[src/rtl/seg7_pkg.sv]
// Shared definitions for the 8-digit seven-segment scan controller:
// scan states, digit count and the active-low hex segment table.
package seg7_pkg;

  localparam int unsigned NUM_DIGITS = 8;

  typedef enum logic [1:0] {
    ST_IDLE  = 2'd0,
    ST_BLANK = 2'd1,
    ST_SHOW  = 2'd2
  } state_t;

  localparam logic [6:0] SEG_BLANK = 7'h7F;

  // Entry n is the active-low pattern for hex digit n, bit order gfedcba.
  localparam logic [15:0][6:0] SEG_LUT = {
    7'h0E, 7'h06, 7'h21, 7'h46, 7'h03, 7'h08, 7'h10, 7'h00,
    7'h78, 7'h02, 7'h12, 7'h19, 7'h30, 7'h24, 7'h79, 7'h40
  };

endpackage

[src/rtl/seg7_hex_decode.sv]
// Combinational hex nibble to active-low gfedcba segment decode.
module seg7_hex_decode
  import seg7_pkg::*;
(
  input  logic [3:0] i_nib,
  output logic [6:0] o_seg_n
);

  always_comb begin
    o_seg_n = SEG_LUT[i_nib];
  end

endmodule

[src/rtl/seg7_scan_ctrl.sv]
// Time-multiplexed 8-digit seven-segment scanner with blanking gaps and
// frame-atomic data updates. Optional SEG7_LEADING_ZERO_BLANK_EN suppresses leading zeros.
module seg7_scan_ctrl
  import seg7_pkg::*;
#(
  parameter int unsigned DWELL_CYC = 100000,
  parameter int unsigned BLANK_CYC = 1000
) (
  input  logic        CLK100MHZ,
  input  logic        RST,
  input  logic [31:0] VALUE,
  input  logic [7:0]  DP_IN,
  input  logic [7:0]  DIG_EN,
  input  logic        LOAD,
  output logic [7:0]  AN,
  output logic        CA,
  output logic        CB,
  output logic        CC,
  output logic        CD,
  output logic        CE,
  output logic        CF,
  output logic        CG,
  output logic        DP,
  output logic        FRAME_DONE
);

  localparam int unsigned MAX_CYC = (DWELL_CYC > BLANK_CYC) ? DWELL_CYC : BLANK_CYC;
  localparam int unsigned CW      = (MAX_CYC > 1) ? $clog2(MAX_CYC) : 1;
  localparam logic [CW-1:0] DWELL_LAST = CW'(DWELL_CYC - 1);
  localparam logic [CW-1:0] BLANK_LAST = CW'(BLANK_CYC - 1);
  localparam logic [2:0]    LAST_IDX   = 3'(NUM_DIGITS - 1);

  state_t          r_state, w_state_nxt;
  logic [2:0]      r_idx, w_idx_nxt;
  logic [CW-1:0]   r_cnt, w_cnt_nxt;
  logic            w_xfer;

  logic [31:0]     r_pend_val, r_disp_val;
  logic [7:0]      r_pend_dp,  r_disp_dp;
  logic [7:0]      r_pend_en,  r_disp_en;

  logic [7:0]      w_lz_mask;
  logic [7:0]      w_en_eff, w_dp_eff;
  logic [3:0]      w_nib;
  logic [6:0]      w_seg_dec;
  logic            w_show_nxt;

  logic [7:0]      w_an_nxt;
  logic [6:0]      w_seg_nxt;
  logic            w_dp_nxt, w_fd_nxt;

  logic [7:0]      r_an;
  logic [6:0]      r_seg;
  logic            r_dp, r_fd;

  always_ff @(posedge CLK100MHZ or posedge RST) begin
    if (RST) begin
      r_state <= ST_IDLE;
      r_idx   <= '0;
      r_cnt   <= '0;
    end else begin
      r_state <= w_state_nxt;
      r_idx   <= w_idx_nxt;
      r_cnt   <= w_cnt_nxt;
    end
  end

  always_comb begin
    w_state_nxt = r_state;
    w_idx_nxt   = r_idx;
    w_cnt_nxt   = r_cnt;
    w_xfer      = 1'b0;
    unique case (r_state)
      ST_IDLE: begin
        w_state_nxt = ST_BLANK;
        w_idx_nxt   = '0;
        w_cnt_nxt   = '0;
        w_xfer      = 1'b1;
      end
      ST_BLANK: begin
        if (r_cnt == BLANK_LAST) begin
          w_state_nxt = ST_SHOW;
          w_cnt_nxt   = '0;
        end else begin
          w_cnt_nxt = r_cnt + CW'(1);
        end
      end
      ST_SHOW: begin
        if (r_cnt == DWELL_LAST) begin
          w_state_nxt = ST_BLANK;
          w_idx_nxt   = r_idx + 3'd1;
          w_cnt_nxt   = '0;
          w_xfer      = (r_idx == LAST_IDX);
        end else begin
          w_cnt_nxt = r_cnt + CW'(1);
        end
      end
      default: begin
        w_state_nxt = ST_IDLE;
        w_idx_nxt   = '0;
        w_cnt_nxt   = '0;
      end
    endcase
  end

  // Pending set is latched on LOAD; displayed set only changes when entering
  // BLANK of digit 0, so a LOAD on that same edge waits for the next frame.
  always_ff @(posedge CLK100MHZ or posedge RST) begin
    if (RST) begin
      r_pend_val <= '0;
      r_pend_dp  <= '0;
      r_pend_en  <= '0;
      r_disp_val <= '0;
      r_disp_dp  <= '0;
      r_disp_en  <= '0;
    end else begin
      if (LOAD) begin
        r_pend_val <= VALUE;
        r_pend_dp  <= DP_IN;
        r_pend_en  <= DIG_EN;
      end
      if (w_xfer) begin
        r_disp_val <= r_pend_val;
        r_disp_dp  <= r_pend_dp;
        r_disp_en  <= r_pend_en;
      end
    end
  end

`ifdef SEG7_LEADING_ZERO_BLANK_EN
  always_comb begin
    w_lz_mask    = '0;
    w_lz_mask[0] = 1'b1;
    for (int unsigned k = 1; k < NUM_DIGITS; k++) begin
      w_lz_mask[k] = |(r_disp_val >> (4 * k));
    end
  end
`else
  always_comb begin
    w_lz_mask = '1;
  end
`endif

  always_comb begin
    w_en_eff   = r_disp_en & w_lz_mask;
    w_dp_eff   = r_disp_dp & w_lz_mask;
    w_nib      = r_disp_val[{w_idx_nxt, 2'b00} +: 4];
    w_show_nxt = (w_state_nxt == ST_SHOW);
  end

  seg7_hex_decode u_hex_decode (
    .i_nib   (w_nib),
    .o_seg_n (w_seg_dec)
  );

  // Outputs are computed from next-state so the registered pins line up
  // with the state they describe, with no input-to-pin combinational path.
  always_comb begin
    w_an_nxt = '1;
    if (w_show_nxt && w_en_eff[w_idx_nxt]) begin
      w_an_nxt[w_idx_nxt] = 1'b0;
    end
    w_seg_nxt = w_show_nxt ? w_seg_dec : SEG_BLANK;
    w_dp_nxt  = ~(w_show_nxt & w_dp_eff[w_idx_nxt]);
    w_fd_nxt  = w_show_nxt && (w_idx_nxt == LAST_IDX) && (w_cnt_nxt == DWELL_LAST);
  end

  always_ff @(posedge CLK100MHZ or posedge RST) begin
    if (RST) begin
      r_an  <= '1;
      r_seg <= SEG_BLANK;
      r_dp  <= 1'b1;
      r_fd  <= 1'b0;
    end else begin
      r_an  <= w_an_nxt;
      r_seg <= w_seg_nxt;
      r_dp  <= w_dp_nxt;
      r_fd  <= w_fd_nxt;
    end
  end

  assign AN         = r_an;
  assign {CG, CF, CE, CD, CC, CB, CA} = r_seg;
  assign DP         = r_dp;
  assign FRAME_DONE = r_fd;

endmodule

[config.mk]
export PLATFORM = sky130hd
export DESIGN_NAME = seg7_scan_ctrl
export DESIGN_NICKNAME = d
export VERILOG_FILES = /design/src/rtl/seg7_pkg.sv /design/src/rtl/seg7_hex_decode.sv /design/src/rtl/seg7_scan_ctrl.sv
export SDC_FILE = /design/constraint.sdc
export NUM_CORES = 1
export LEC_CHECK = 0
export CAP_MARGIN = 20
export CORE_ASPECT_RATIO = 1.1
export CORE_MARGIN = 4
export CORE_UTILIZATION = 35
export DETAILED_ROUTE_END_ITERATION = 12
export GPL_ROUTABILITY_DRIVEN = 0
export GPL_TIMING_DRIVEN = 0
export PLACE_DENSITY_LB_ADDON = 0.08
export SYNTH_ARGS = -nofsm -noshare
export SYNTH_HDL_FRONTEND = slang
export SYNTH_SLANG_ARGS = --single-unit
export TNS_END_PERCENT = 100
[constraint.sdc]
create_clock -name CLK100MHZ -period 5.51 [get_ports CLK100MHZ]
set_input_delay 1.3775 -clock CLK100MHZ [delete_from_list [all_inputs] [get_ports CLK100MHZ]]
set_output_delay 1.3775 -clock CLK100MHZ [all_outputs]
set_load 0.01 [all_outputs]
==> results of run 1 <==
[worst register-to-register path: cells and delay by family, from the launching register on]
family | cells | cell delay, ns
compound gates | 3 | 0.86
flops | 1 | 0.45
buf+inv | 3 | 0.59
simple gates | 3 | 1.31
fa+ha+maj | 1 | 0.30
mux | 4 | 1.01
[final timing paths]
kind,start,end,cells after the start
setup / recovery,r_cnt[11],r_seg[3],14
hold / removal,r_cnt[0],r_cnt[0],1
setup reg to reg,r_cnt[11],r_seg[3],14
hold reg to reg,r_cnt[0],r_cnt[0],1
max in group asynchronous,RST,r_seg[3],3
min in group asynchronous,RST,FRAME_DONE,2
[per-layer routing]
metal / share of wire / vias to the layer above
met4: 0.022 / 0
met3: 0.034 / 27
met5: 0 / -
met2: 0.50 / 70
met1: 0.44 / 2158
li1: - / 2017
[layout make-up]
type                            instances  area [um2]  area share
Multi-Input combinational cell        338        2660       0.339
Tap cell                              234         293      0.0373
Timing Repair Buffer                   68         696      0.0886
Clock inverter                         10         168      0.0214
Clock buffer                           21         460      0.0586
Buffer                                 25         120      0.0153
Sequential cell                       135        3400       0.433
Inverter                               14        57.6     0.00733
[sequential cells by signal, indices dropped and copies added (netlist names)]
name and flops:
AN 8, DP 1, FRAME_DONE 1, r_cnt 17, r_disp_dp 8, r_disp_en 8, r_disp_val 32, r_idx 3
r_pend_dp 8, r_pend_en 8, r_pend_val 32, r_seg 7, r_state 2
[cell families after synthesis]
family / after synthesis / share of synthesized area
AOI/OAI and AO/OA: 62 / 0.0707
muxes: 113 / 0.202
DFF: 135 / 0.545
adders and majority gates: 13 / 0.0261
and+or+nand+nor: 133 / 0.104
buffers and inverters: 39 / 0.0277
xor gates and xnor gates: 17 / 0.0239
[synth_stat cells, drive strengths merged, types with 2 or more instances]
cell type  instances  area share
a211oi             3      0.0072
a21o               2      0.0024
a21oi             11      0.0088
a31oi              9      0.0090
and3               4      0.0040
buf               11       0.011
clkbuf            14      0.0084
dfrtp            119        0.48
dfstp             16       0.067
ha                13       0.026
inv               14      0.0084
mux2             100        0.18
mux2i             13       0.021
nand2             31       0.019
nand2b             4      0.0040
nand3             24       0.019
nand3b             2      0.0024
nand4              4      0.0040
nor2              37       0.023
nor3              14       0.011
nor4               3      0.0040
o211ai             3      0.0036
o21ai             11      0.0088
o221ai             3      0.0042
o22ai              4      0.0040
o2bb2ai            2      0.0028
o311a              2      0.0032
o32ai              2      0.0028
or2                3      0.0030
or4                2      0.0030
xnor2              8       0.011
xor2               9       0.013
[placed cells by master (no fill, tap or decap), drive strengths merged, types with 13 or more instances in the layout]
cell type,count
buf,13
clkbuf,35
clkdlybuf4s50,66
nor3,14
nand3,24
nand2,31
ha,13
dfstp,16
mux2i,13
inv,17
mux2,100
nor2,37
dfrtp,119
[where the power goes]
part | switching, mW | total [mW] | internal, mW
Clock | 0.429 | 1.21 | 0.783
Sequential | 0.0294 | 1.08 | 1.05
Combinational | 0.0569 | 0.143 | 0.0864
Total | 0.515 | 2.43 | 1.92
==> flow_metrics.py, run 1 <==
metrics = {
    "status": {
        "status": "finished, final reports clean",
    },
    "timing": {
        "rsz0062_at_grt": "false",
        "min_period_ns": 4.61,
        "max-slew-margin-rel": 0.397,
        "worst_hold_slack_ns": 0.489,
        "setup_viol": 0,
        "clock.fmax_mhz": 217,
        "tightest_slew_ns": 0.899,
        "final_hold_viol_count": 0,
        "slew_viol_final": 0,
        "clock_skew_ns": 0.00874,
        "fin_crit_sh": 0.836,
        "worst_slack_ns": 0.901,
        "finalSetupTns_ns": 0,
    },
    "worst_setup_path": {
        "path_cells": "or4_4 > nor4_2 > mux2i_1 > buf_4 > mux2i_1 > mux2_1 > o22ai_1 > a221oi_1 > inv_1 > ha_1 > inv_1 > mux2i_1 > nor3b_2 > a31oi_1",
        "cp_common_cell": "mux2i_1",
        "cp.required_ns": 5.82,
        "regToRegSetupSlack_ns": 0.90,
        "cp-end-kind": "flop",
        "cpLargestDelayFamily": "simple AND/OR/NAND/NOR gates",
        "crit_fanout": 7,
        "crit_type": "reg -> reg",
        "path_buf_inv": 3,
        "slowest_stage": "a221oi_1",
        "critical_path.max_stage_delay_ns": 0.71,
        "crit_arrival_ns": 4.92,
        "worstSetupStartpointType": "flop",
    },
    "cts": {
        "clkTransAtPathRegs_ns": 0.06,
        "ctsHoldBuffers": 0,
        "clkLatencyLatePin_ns": 0.42,
        "post_cts_resized": 0,
        "cts_setup_buffers": 0,
        "htree_levels": 4,
        "numCtsBuffers": 17,
        "cts_tree": "built",
        "cts_root_buf": "clkbuf_16",
        "clock_path_buffers": 2,
        "clkSinkCount": 135,
    },
    "drt": {
        "drt_iter0_markers": 203,
        "ant_nets": 0,
        "drtPass1Iterations": 5,
        "drt-total-wl_mm": 14.1,
        "wl_per_cell_um": 16.7,
        "vias": 4272,
        "drc_errors": 0,
        "viasPerCell": 5.06,
    },
    "logic_synthesis": {
        "synth_ff_type": "dfrtp_1",
        "netlist_area_um2": 6230,
        "synth_seq_area_share": 0.545,
        "async_flop_share": 1.00,
        "synth_nets": 576,
        "ys_ff_latch": 135,
        "synth_edf_count": 0,
        "synth_cells": 512,
        "synth_area_per_cell_um2": 12.2,
        "yosysWarnings": 0,
        "synthDistinctLibCells": 58,
    },
    "global_route": {
        "grt_max_degree": 95,
        "antenna_found_initial": 0,
        "track_usage": 0.151,
        "grtUsageMet2": 0.251,
        "grt.busiest_layer": "met2",
        "use_met3": 0.0381,
        "grt-ovfl-total": 0,
        "use_met1": 0.190,
        "grt_pass1_wl_mm": 23.4,
        "grt_pass1_vias": 4508,
    },
    "die": {
        "ioPinCount": 68,
        "die_w_um": 135,
        "dieHeight_um": 148,
        "dieArea_um2": 20000,
        "start_util": 0.361,
        "coreArea_um2": 17300,
        "row_count": 50,
    },
    "hold_path": {
        "worst_hold_path_type": "reg -> reg",
    },
    "layout": {
        "antenna_cells": 0,
        "drive_above_1_share": 0.273,
        "nets": 663,
        "syn_to_final_growth_pct": 26.0,
        "post-route-util": 0.455,
        "num-fill-cells": 1640,
        "fin_area_um2": 7850,
        "instances_no_fill": 845,
    },
    "placement": {
        "placed_area_um2": 7220,
        "io_buffers": 66,
        "dpl_worst_slack_ns": 0.437,
        "dp_hpwl_mm": 10.1,
        "dp.cells": 813,
    },
    "power_and_ir_drop": {
        "vdd_drop_max_mv": 0.214,
        "leakage_nw": 3.33,
        "powerDensity_nw_per_um2": 310,
        "p_total_mw": 2.43,
    },
    "flow_run": {
        "maxCapViolCount": 0,
    },
}
Power figures use the tool's default switching activity.
==> run 2: changes to the inputs <==
==> constraint.sdc (replaced) <==
create_clock -name CLK100MHZ -period 4.28 [get_ports CLK100MHZ]
set_input_delay 1.07 -clock CLK100MHZ [delete_from_list [all_inputs] [get_ports CLK100MHZ]]
set_output_delay 1.07 -clock CLK100MHZ [all_outputs]
set_load 0.01 [all_outputs]
==> flow_metrics.py, run 2 (same netlist as run 1, synthesis figures left out) <==
metrics = {
    "worst_setup_path": {
        "crit_type": "reg -> reg",
        "path_cells": "buf_2 > or4bb_1 > nor4_4 > buf_4 > mux2i_2 > nor2_4 > inv_2 > mux2i_1 > o2bb2ai_1 > a211oi_4 > inv_1 > ha_1 > inv_1 > mux2i_1 > nor3b_2 > a31oi_1",
        "critical_path.max_stage_delay_ns": 0.55,
        "slowest_stage": "or4bb_1",
        "crit_fanout": 10,
        "crit_arrival_ns": 4.27,
        "crit_cells": 16,
        "cp-end-kind": "flop",
        "cpLargestDelayFamily": "simple AND/OR/NAND/NOR gates",
        "cp.required_ns": 4.58,
        "worstSetupStartpointType": "flop",
        "path_buf_inv": 5,
        "rr_worst_depth": 16,
    },
    "timing": {
        "clock_skew_ns": 0.00918,
        "worst_slack_ns": 0.317,
        "rsz0062_at_grt": "false",
        "finalSetupTns_ns": 0,
        "final_hold_viol_count": 0,
        "fin_crit_sh": 0.926,
        "setup_viol": 0,
        "min_period_ns": 3.96,
        "max-slew-margin-rel": 0.381,
        "tightest_slew_ns": 0.927,
        "slew_viol_final": 0,
        "worst_hold_slack_ns": 0.498,
        "clock.fmax_mhz": 252,
    },
    "die": {
        "dieHeight_um": 148,
        "die_w_um": 135,
        "coreArea_um2": 17300,
        "ioPinCount": 68,
        "row_count": 50,
        "start_util": 0.361,
        "dieArea_um2": 20000,
    },
    "cts": {
        "ctsHoldBuffers": 0,
        "cts_tree": "built",
        "clkTransAtPathRegs_ns": 0.06,
        "clock_path_buffers": 2,
        "htree_levels": 4,
        "clkLatencyLatePin_ns": 0.41,
        "numCtsBuffers": 17,
        "cts_root_buf": "clkbuf_16",
        "clkSinkCount": 135,
    },
    "global_route": {
        "grt.busiest_layer": "met2",
        "use_met3": 0.0344,
        "grt_pass1_wl_mm": 23.0,
        "antenna_found_initial": 0,
        "grt_pass1_vias": 4516,
        "grt_max_degree": 42,
        "grt-ovfl-total": 0,
        "grtUsageMet2": 0.244,
        "track_usage": 0.147,
        "use_met1": 0.182,
    },
    "power_and_ir_drop": {
        "pwr-share-comb": 0.065,
        "vdd_drop_max_mv": 0.239,
        "p_int_mw": 2.28,
        "netSwitchingFraction": 0.224,
        "switchingPower_uw": 656,
        "pwr-share-seq": 0.472,
        "clock_power_share": 0.463,
        "powerDensity_nw_per_um2": 372,
        "leakage_nw": 3.31,
    },
    "status": {
        "status": "finished, final reports clean",
    },
    "drt": {
        "vias": 4242,
        "drc_errors": 0,
        "ant_nets": 0,
        "drt_iter0_markers": 149,
        "wl_per_cell_um": 16.4,
        "viasPerCell": 5.00,
        "drtPass1Iterations": 4,
        "drt-total-wl_mm": 13.9,
    },
    "layout": {
        "nets": 665,
        "num-fill-cells": 1622,
        "fin_area_um2": 7870,
        "layout_commonest_cell": "dfrtp_1",
        "antenna_cells": 0,
        "syn_to_final_growth_pct": 26.4,
        "largestRegisters": "r_disp_val x32, r_pend_val x32, r_cnt x17",
        "drive_above_1_share": 0.283,
        "final_cell_mix": "dfrtp_1 (119), mux2_2 (99), clkdlybuf4s50_1 (66)",
    },
    "flow_run": {
        "maxCapViolCount": 0,
    },
    "placement": {
        "dp_hpwl_mm": 10.2,
        "placed_area_um2": 7250,
        "dpl_worst_slack_ns": -0.739,
        "io_buffers": 66,
    },
    "hold_path": {
        "worst_hold_path_type": "reg -> reg",
        "hold_depth": 1,
    },
}
## run 2: metal layers
| layer | part of all wire | vias up |
|---|---|---|
| met5 | 0 | - |
| met4 | 0.021 | 0 |
| met3 | 0.034 | 26 |
| met2 | 0.51 | 79 |
| met1 | 0.43 | 2115 |
| li1 | - | 2022 |
## run 2: final cells by class
class	instances	area, um2	share of cell area
buffer	25	120	0.0153
clock buffer	21	450	0.0572
timing repair buffer	70	728	0.0925
clock inverter	11	101	0.0129
tap	234	293	0.0372
multi-input combinational	338	2720	0.346
sequential	135	3400	0.432
inverter	14	56.3	0.00715
## run 2: metrics by stage
step,instances,power (mW),util
after floorplan,512,1.51,-
after global placement,812,1.59,0.416
after detailed placement,815,1.60,0.420
after CTS,847,2.98,0.454
after global routing,848,3.06,0.456
final,848,2.93,0.456
## run 2: repair_timing
item,in CTS,in global routing
buffers inserted,0,1
endpoints found under the setup margin,7,7
cloned,0,0
pin swaps,0,1
gates resized for setup,6,4
## run 2: path summary, 6_finish.rpt
check / startpoint / end / slack, ns
worst max register to register: r_cnt[5] / r_seg[3] / 0.32
min in group asynchronous: RST / r_pend_en[4] / 1.20
worst max-delay path: r_cnt[5] / r_seg[3] / 0.32
worst min register to register: r_disp_en[0] / r_disp_en[0] / 0.50
max in group asynchronous: RST / r_seg[1] / 2.12
worst min-delay path: r_disp_en[0] / r_disp_en[0] / 0.50
## run 2: power groups by stage
| stage | clock network (mW) | registers (mW) | logic (mW) |
|---|---|---|---|
| floorplan | 0 | 1.39 | 0.117 |
| global placement | 0 | 1.41 | 0.180 |
| detailed placement | 0 | 1.41 | 0.193 |
| CTS | 1.40 | 1.39 | 0.193 |
| global route | 1.46 | 1.39 | 0.211 |
| finish | 1.36 | 1.38 | 0.189 |
==> run 3: changes to the inputs <==
--- a/config.mk
+++ b/config.mk
@@ -6,7 +6,7 @@
 export NUM_CORES = 1
 export LEC_CHECK = 0
 export CAP_MARGIN = 20
-export CORE_ASPECT_RATIO = 1.1
+export CORE_ASPECT_RATIO = 1.2
 export CORE_MARGIN = 4
 export CORE_UTILIZATION = 35
 export DETAILED_ROUTE_END_ITERATION = 12
==> flow_metrics.py, run 3 (same netlist as run 1, synthesis figures left out) <==
metrics = {
    "cts": {
        "numCtsBuffers": 17,
        "cts_setup_buffers": 0,
        "cts_root_buf": "clkbuf_16",
        "ctsHoldBuffers": 0,
        "htree_levels": 4,
        "clkSinkCount": 135,
        "clkLatencyLatePin_ns": 0.43,
        "clock_path_buffers": 2,
        "clkTransAtPathRegs_ns": 0.06,
        "cts_tree": "built",
    },
    "worst_setup_path": {
        "crit_type": "reg -> reg",
        "crit_arrival_ns": 4.34,
        "regToRegSetupSlack_ns": 0.28,
        "cp_common_cell": "inv_1",
        "r2r_start": "r_cnt[5]",
        "cpLargestDelayFamily": "simple AND/OR/NAND/NOR gates",
        "crit_fanout": 10,
        "critical_path.max_stage_delay_ns": 0.55,
        "worstReg2RegEnd": "r_seg[3]",
        "cp.required_ns": 4.62,
        "path_buf_inv": 5,
        "cp-end-kind": "flop",
        "path_cells": "buf_2 > or4bb_1 > nor4_4 > buf_4 > mux2i_2 > nor2_4 > inv_2 > mux2_1 > o22ai_1 > a221oi_4 > inv_1 > ha_1 > inv_1 > mux2i_1 > nor3b_2 > a31oi_1",
        "slowest_stage": "or4bb_1",
        "rr_worst_depth": 16,
        "worstSetupStartpointType": "flop",
    },
    "timing": {
        "setup_viol": 0,
        "fin_crit_sh": 0.934,
        "final_hold_viol_count": 0,
        "slew_viol_final": 0,
        "clock.fmax_mhz": 250,
        "max-slew-margin-rel": 0.452,
        "min_period_ns": 4.00,
        "rsz0062_at_grt": "false",
        "worst_slack_ns": 0.284,
        "clock_skew_ns": 0.0167,
        "tightest_slew_ns": 0.816,
    },
    "die": {
        "ioPinCount": 68,
        "dieArea_um2": 20000,
        "coreArea_um2": 17500,
        "die_w_um": 130,
        "start_util": 0.356,
        "row_count": 53,
        "dieHeight_um": 154,
    },
    "global_route": {
        "grt_max_degree": 42,
        "track_usage": 0.150,
        "antenna_found_initial": 0,
        "grt_pass1_vias": 4507,
        "grt-ovfl-total": 0,
        "grt_pass1_wl_mm": 23.2,
    },
    "drt": {
        "drtPass1Iterations": 4,
        "drt_iter0_markers": 212,
        "drt-total-wl_mm": 14.1,
        "vias": 4247,
        "drc_errors": 0,
        "viasPerCell": 5.09,
        "ant_nets": 0,
        "wl_per_cell_um": 16.9,
    },
    "power_and_ir_drop": {
        "p_total_mw": 3.03,
        "powerDensity_nw_per_um2": 384,
        "vdd_drop_max_mv": 0.261,
        "leakage_nw": 3.35,
    },
    "hold_path": {
        "hold_start": "r_cnt[0]",
        "holdPathEnd": "r_cnt[0]",
        "hold_depth": 1,
        "worst_hold_path_type": "reg -> reg",
    },
    "placement": {
        "dp_hpwl_mm": 10.5,
        "dp.cells": 803,
        "dpl_worst_slack_ns": -0.298,
        "io_buffers": 66,
    },
    "layout": {
        "layout_commonest_cell": "dfrtp_1",
        "nets": 666,
        "instances_no_fill": 835,
        "syn_to_final_growth_pct": 26.9,
        "largestRegisters": "r_disp_val x32, r_pend_val x32, r_cnt x17",
        "drive_above_1_share": 0.286,
        "num-fill-cells": 1677,
        "antenna_cells": 0,
        "final_cell_mix": "dfrtp_1 (119), mux2_2 (99), clkdlybuf4s50_1 (66)",
    },
    "flow_run": {
        "maxCapViolCount": 0,
    },
    "status": {
        "status": "finished, final reports clean",
    },
}
-- run 3: cell types whose count changed in the layout (fill, tap and decap cells not counted), sizes merged --
cell      previous run  this run
buf                 15        16
bufinv               1         2
clkinv               5         6
clkinvlp             5         2
inv                 14        15
-- run 3: metal layers --
metal  GRT usage  vias to the layer above  part of all wire
met2       0.244                       89              0.51
met4      0.0698                        0             0.023
li1            -                     2013                 -
met1       0.188                     2122              0.43
met5           0                        -                 0
met3      0.0372                       23             0.036
-- run 3: stage by stage --
| stage | setup TNS (ns) | hold WS (ns) | instance area, um2 | util |
|---|---|---|---|---|
| CTS | 0 | 0.497 | 7860 | 0.449 |
| global placement | -4.31 | 0.483 | 7170 | 0.410 |
| detailed placement | -0.916 | 0.493 | 7260 | 0.415 |
| global route | 0 | 0.514 | 7910 | 0.452 |
| finish | 0 | 0.496 | 7910 | 0.452 |
| floorplan | 0 | 0.456 | 6230 | - |
-- run 3: cell type report --
| class | instances | area (um2) | area share |
|---|---|---|---|
| repair buffers | 71 | 748 | 0.0947 |
| well taps | 220 | 275 | 0.0348 |
| flip-flops and latches | 135 | 3400 | 0.430 |
| inverters | 14 | 56.3 | 0.00712 |
| clock inverters | 11 | 121 | 0.0154 |
| clock buffers | 21 | 470 | 0.0595 |
| plain buffers | 25 | 120 | 0.0152 |
| multi-input cells | 338 | 2720 | 0.343 |
-- run 3: how the worst max path moves through the flow --
stage              start       end  slack, ns  cells after the start
2_1_floorplan  r_cnt[12]  r_seg[3]       0.53                     14
3_3_place_gp    r_cnt[5]  r_seg[3]      -0.79                     13
3_5_place_dp   r_cnt[11]  r_seg[3]      -0.30                     14
4_1_cts        r_cnt[12]  r_seg[3]       0.03                     16
5_1_grt         r_cnt[5]  r_seg[3]       0.03                     16
6_report        r_cnt[5]  r_seg[3]       0.28                     16
-- run 3: power breakdown --
group          switching [mW]  leakage [nW]  internal [mW]
Sequential             0.0384          1.65           1.35
Combinational          0.0748          1.40          0.117
Clock                   0.553         0.291          0.903
-- run 3: what timing repair did --
action | CTS | global route
endpoints found under the setup margin | 7 | 7
pin swaps | 0 | 0
gates cloned | 0 | 0
gates resized for setup | 2 | 7
